<file path="src/rtl/parity_pkg.sv">
// Shared definitions for the parity generator / checker path.
// Holds the receiver FSM state type, the serial line levels and the
// reference parity function used by parity_calc on both sides.
package parity_pkg;

  // Receiver frame states
  typedef enum logic [1:0] {
    IDLE   = 2'd0,
    DATA   = 2'd1,
    PARITY = 2'd2,
    STOP   = 2'd3
  } state_t;

  // Serial line level while idle and the level of a good stop bit
  localparam logic IDLE_LEVEL = 1'b1;
  localparam logic STOP_LEVEL = 1'b1;

  // Widest data word the parity function accepts
  localparam int MAX_DATA_W = 16;

  // Parity bit for a data word: XOR of all bits, inverted for odd parity.
  // Narrower words are zero-extended by the caller, which leaves the XOR unchanged.
  function automatic logic parity_of(input logic [MAX_DATA_W-1:0] data,
                                     input logic                  odd);
    return (^data) ^ odd;
  endfunction

endpackage

</file>
<file path="src/rtl/parity_calc.sv">
// Combinational parity of a WIDTH-bit word with an odd-parity select.
// Used by the generator and by the checker so both agree on one definition.
module parity_calc
  import parity_pkg::*;
#(
  parameter int WIDTH = 4
) (
  input  logic [WIDTH-1:0] data_i,
  input  logic             odd_i,
  output logic             par_o
);

  assign par_o = parity_of(MAX_DATA_W'(data_i), odd_i);

endmodule

</file>
<file path="src/rtl/parity_check_rx.sv">
// Serial receiver / checker for parity-protected frames:
// start bit (0), DATA_W data bits MSB first, parity bit, stop bit (1).
// Reports the received word together with parity and framing errors.
// Optional build macro PARITY_ERR_CNT_EN adds a saturating 8-bit error
// counter (err_cnt) with a synchronous clear input (err_cnt_clr).
module parity_check_rx
  import parity_pkg::*;
#(
  parameter int DATA_W     = 4,
  parameter bit ODD_PARITY = 1'b0
) (
  input  logic              clk,
  input  logic              rst_n,
  input  logic              bit_en,
  input  logic              sin,
  output logic [DATA_W-1:0] data_out,
  output logic              frame_valid,
  output logic              parity_err,
  output logic              frame_err,
  output logic              busy
`ifdef PARITY_ERR_CNT_EN
  ,
  input  logic              err_cnt_clr,
  output logic [7:0]        err_cnt
`endif
);

  localparam int CNT_W = $clog2(DATA_W + 1);

  state_t              state_q, state_d;
  logic [DATA_W-1:0]   shift_q, shift_d;
  logic [DATA_W-1:0]   data_q, data_d;
  logic [CNT_W-1:0]    cnt_q, cnt_d;
  logic                run_par_q, run_par_d;
  logic                mismatch_q, mismatch_d;
  logic                frame_valid_q, frame_valid_d;
  logic                parity_err_q, parity_err_d;
  logic                frame_err_q, frame_err_d;
  logic                busy_q, busy_d;
  logic                step_par_s;

  // One serial parity step: running parity XOR the incoming data bit
  parity_calc #(.WIDTH(2)) u_step_par (
    .data_i ({run_par_q, sin}),
    .odd_i  (1'b0),
    .par_o  (step_par_s)
  );

  // Next-state and next-output logic; everything advances only on bit_en
  always_comb begin
    state_d       = state_q;
    shift_d       = shift_q;
    data_d        = data_q;
    cnt_d         = cnt_q;
    run_par_d     = run_par_q;
    mismatch_d    = mismatch_q;
    frame_valid_d = 1'b0;
    parity_err_d  = parity_err_q;
    frame_err_d   = frame_err_q;
    if (bit_en) begin
      case (state_q)
        IDLE: begin
          if (sin != IDLE_LEVEL) begin
            state_d   = DATA;
            cnt_d     = '0;
            run_par_d = ODD_PARITY;
          end else begin
            state_d = IDLE;
          end
        end
        DATA: begin
          // Left shift; the truncation drops the oldest bit beyond DATA_W
          shift_d   = DATA_W'({shift_q, sin});
          run_par_d = step_par_s;
          cnt_d     = cnt_q + CNT_W'(1);
          if (cnt_q == CNT_W'(DATA_W - 1)) begin
            state_d = PARITY;
          end else begin
            state_d = DATA;
          end
        end
        PARITY: begin
          mismatch_d = sin ^ run_par_q;
          state_d    = STOP;
        end
        STOP: begin
          // A bad stop bit still reports the word and its parity result
          data_d        = shift_q;
          parity_err_d  = mismatch_q;
          frame_err_d   = (sin != STOP_LEVEL);
          frame_valid_d = 1'b1;
          state_d       = IDLE;
        end
        default: begin
          state_d = IDLE;
        end
      endcase
    end else begin
      state_d = state_q;
    end
    busy_d = (state_d != IDLE);
  end

  // State and registered outputs; reset aborts any frame in progress
  always_ff @(posedge clk or negedge rst_n) begin
    if (!rst_n) begin
      state_q       <= IDLE;
      shift_q       <= '0;
      data_q        <= '0;
      cnt_q         <= '0;
      run_par_q     <= 1'b0;
      mismatch_q    <= 1'b0;
      frame_valid_q <= 1'b0;
      parity_err_q  <= 1'b0;
      frame_err_q   <= 1'b0;
      busy_q        <= 1'b0;
    end else begin
      state_q       <= state_d;
      shift_q       <= shift_d;
      data_q        <= data_d;
      cnt_q         <= cnt_d;
      run_par_q     <= run_par_d;
      mismatch_q    <= mismatch_d;
      frame_valid_q <= frame_valid_d;
      parity_err_q  <= parity_err_d;
      frame_err_q   <= frame_err_d;
      busy_q        <= busy_d;
    end
  end

  assign data_out    = data_q;
  assign frame_valid = frame_valid_q;
  assign parity_err  = parity_err_q;
  assign frame_err   = frame_err_q;
  assign busy        = busy_q;

`ifdef PARITY_ERR_CNT_EN
  logic [7:0] err_cnt_q, err_cnt_d;

  // Count reported bad frames, saturating; clear has priority
  always_comb begin
    if (err_cnt_clr) begin
      err_cnt_d = 8'h00;
    end else if (frame_valid_q && (parity_err_q || frame_err_q) && (err_cnt_q != 8'hFF)) begin
      err_cnt_d = err_cnt_q + 8'h01;
    end else begin
      err_cnt_d = err_cnt_q;
    end
  end

  // Error counter register
  always_ff @(posedge clk or negedge rst_n) begin
    if (!rst_n) begin
      err_cnt_q <= 8'h00;
    end else begin
      err_cnt_q <= err_cnt_d;
    end
  end

  assign err_cnt = err_cnt_q;
`endif

endmodule

</file>
<file path="config.mk">
export PLATFORM = sky130hd
export DESIGN_NAME = parity_check_rx
export DESIGN_NICKNAME = d
export VERILOG_FILES = /design/src/rtl/parity_pkg.sv /design/src/rtl/parity_calc.sv /design/src/rtl/parity_check_rx.sv
export SDC_FILE = /design/constraint.sdc
export NUM_CORES = 1
export LEC_CHECK = 0
export CAP_MARGIN = 20
export CORE_ASPECT_RATIO = 1.25
export CORE_MARGIN = 2
export CORE_UTILIZATION = 40
export CTS_CLUSTER_DIAMETER = 60
export DETAILED_ROUTE_END_ITERATION = 7
export GPL_TIMING_DRIVEN = 1
export SETUP_SLACK_MARGIN = 0.4
export SLEW_MARGIN = 20
export SYNTH_ARGS = -nofsm -noshare
export SYNTH_HDL_FRONTEND = slang
export SYNTH_SLANG_ARGS = --single-unit
</file>
<file path="constraint.sdc">
create_clock -name clk -period 1.1 [get_ports clk]
set_input_delay 0.22 -clock clk [delete_from_list [all_inputs] [get_ports clk]]
set_output_delay 0.22 -clock clk [all_outputs]
set_load 0.005 [all_outputs]
</file>
==> impl_metrics.json <==
{
  "final_hold_viol_count": 0,
  "diodes": 0,
  "worst-path-buf-inv": 0,
  "seq_area_frac_synth_pct": 56.4,
  "grt_max_degree": 20,
  "syn-mean-instance-area_um2": 13.0,
  "dieArea_um2": 2490,
  "finalCritPeriodShare_pct": 105,
  "multiInputGateArea_um2": 384,
  "nNetsFinal": 105,
  "rsz0062_at_grt": "yes",
  "tightest_slew_ps": 251,
  "synthTopCellsByCount": "dfrtp_1, o21ai_0, nand2_1, mux2_1",
  "synth_most_common_cell": "dfrtp_1",
  "clkTransAtPathRegs_ps": 110,
  "cp.arrival_ps": 1360,
  "drv_cap": 0,
  "reg2reg_depth": 3,
  "synthFlopType": "dfrtp_1",
  "initial_core_util_pct": 42.6,
  "setup.worst_path.start_class": "flip-flop",
  "clock.fmax_mhz": 865,
  "route.vias.total": 576,
  "cts-htree-levels": 1,
  "p_leak_nw": 0.599,
  "synth_async_sr_flop_share_pct": 100,
  "core_um2": 1980,
  "finalClockSkew_ps": 3.49,
  "crit_family": "flip-flops",
  "synth_seq_cells": 19,
  "violations": "negative setup slack",
  "fp.dieW_um": 45.1,
  "syn-num-nets": 71,
  "placement_rows": 18,
  "power_density_nw_per_um2": 2580,
  "min_path_type": "primary input to async pin",
  "crit_type": "flip-flop to flip-flop",
  "grt_pass1_vias": 655,
  "postRouteAntennaNets": 0,
  "postLayoutCoreUtil_pct": 59.5,
  "ys_warn_count": 0,
  "vdd_drop_max_mv": 1.35,
  "clock_path_buffers": 2,
  "synth_enable_flop_cells": 0,
  "crit_chain": "and2b_4 -> o21ai_2 -> mux2_2",
  "yosysTopAreaCell": "dfrtp_1",
  "end_kind": "flip-flop",
  "run_status": "complete, but fails checks",
  "slew_violations": 0,
  "clock_latency_ps": 310,
  "synthCells": 65,
  "drt_wl_total_mm": 1.57,
  "critPathMaxStageDelay_ps": 420,
  "numPortBuffers": 11,
  "grt_antenna_before_repair": 0,
  "period_minus_slack_ps": 1160,
  "worst_path_max_delay_cell": "dfrtp_1",
  "cts.sinks": 19,
  "total_power_mw": 3.04,
  "cts_buffers": 3,
  "r2r-start": "state_q[1]$_DFF_PN0_",
  "place.gp.congestion": 0.734,
  "die_y_um": 55.3,
  "firstDrtPassIters": 4,
  "seq_area_um2": 477,
  "drc": 0,
  "ios": 12,
  "avgViaCountPerCell": 4.88,
  "setup_viol": 10,
  "ys_top_cells_by_area": "dfrtp_1, mux2_1, o21ai_0",
  "synth_top_area_share_pct": 56.4,
  "fill_cells": 175,
  "synth_area_um2": 843,
  "final_layout_size_suffix_gt1_share_pct": 57.1,
  "cts_tree": "built",
  "gr-total-overflow": 0,
  "required_ps": 1310,
  "grt_first_pass_wirelength_mm": 2.68,
  "crit_path_max_fanout": 4,
  "slew_headroom_pct": 83.3,
  "routedWlPerCell_um": 13.3,
  "syn_to_final_growth_pct": 39.8,
  "drtIter0Drc": 4,
  "dp_hpwl_mm": 1.04,
  "rrSetupSlack_ps": -60,
  "hold-worst-slack_ps": 239,
  "fin_ws_ps": -56.3,
  "root_buffer": "clkbuf_4",
  "track_usage_pct": 14.7,
  "r2r_end": "cnt_q[0]$_DFFE_PN0P_",
  "synth_cell_types": 24
}
sequential cells by signal (all words and copies together) (netlist names):
register,count
frame_err,1
run_par_q,1
data_out,4
busy,1
state_q,2
mismatch_q,1
cnt_q,3
parity_err,1
shift_q,4
frame_valid,1
metal layers:
metal / wire length (µm) / GRT usage (%) / share of wire [%] / up-vias
met3: 55 / 2.94 / 3.5 / 5
met2: 780 / 22.7 / 50 / 12
met1: 685 / 17.2 / 44 / 267
met4: 44 / 10.9 / 2.8 / 0
li1: - / - / - / 292
met5: 0 / 0 / 0 / -
worst max-delay path by stage:
stage | to | slack [ps] | depth (start not counted) | start
final | cnt_q[0]$_DFFE_PN0P_ | -60 | 3 | state_q[1]$_DFF_PN0_
after global placement | cnt_q[0]$_DFFE_PN0P_ | -410 | 4 | bit_en
after global routing | shift_q[1]$_DFFE_PN0P_ | -100 | 3 | state_q[1]$_DFF_PN0_
after detailed placement | run_par_q$_DFFE_PN0P_ | -430 | 5 | bit_en
after floorplan | shift_q[2]$_DFFE_PN0P_ | 3 | 4 | state_q[0]$_DFF_PN0_
after CTS | cnt_q[0]$_DFFE_PN0P_ | -50 | 3 | state_q[1]$_DFF_PN0_
worst register-to-register path: cells and delay by family, from the launching register on:
kind	cells	cell delay, ps
flip-flops	1	420
AND/OR/NAND/NOR	1	270
multiplexers	1	270
AO/OA/AOI/OAI	1	90
cell usage in the layout, fill, tap and decap left out, drive strengths merged, types with 3 or more instances in the layout:
cell type,count
buf,28
dfrtp,19
mux2,9
o21ai,9
nand2,7
clkbuf,4
inv,3
cell type report:
cell class	count	area share, %
well taps	20	2.12
flip-flops and latches	19	40.4
clock buffers	3	1.91
repair buffers	32	21.5
clock inverters	1	0.425
inverters	3	0.955
multi-input cells	40	32.6
per-stage QoR:
step	TNS (ps)	cell area [µm²]	std cells	worst slack, ps
after floorplan	0	892	65	3.44
after global placement	-6230	1100	106	-410
after detailed placement	-6560	1100	106	-433
after CTS	-315	1150	115	-48.8
after global routing	-822	1180	118	-98.4
final	-294	1180	118	-56.3
timing repair:
item / in CTS / in global routing
setup buffers: 5 / 3
cloned: 0 / 0
hold buffers: 0 / 0
pin swaps: 4 / 1
setup endpoints to repair: 27 / 27
resized for setup: 38 / 4
report_power, final:
part	leakage, nW	switching, mW	internal (mW)
registers	0.240	0.218	0.999
logic	0.342	0.526	0.932
clock network	0.0177	0.231	0.136
total	0.599	0.974	2.07
kinds of logic (layout without fill, tap and decap cells):
family                     Yosys count  after routing  share of synthesized area (%)
AOI/OAI and AO/OA                   14             14                           10.4
and+or+nand+nor                     14             14                           11.1
buffers and inverters                6             39                           5.64
adders and majority gates            2              2                           2.97
xor gates and xnor gates             1              1                           1.04
DFF                                 19             19                           56.4
muxes                                9              9                           12.5
Power figures use the tool's default switching activity.
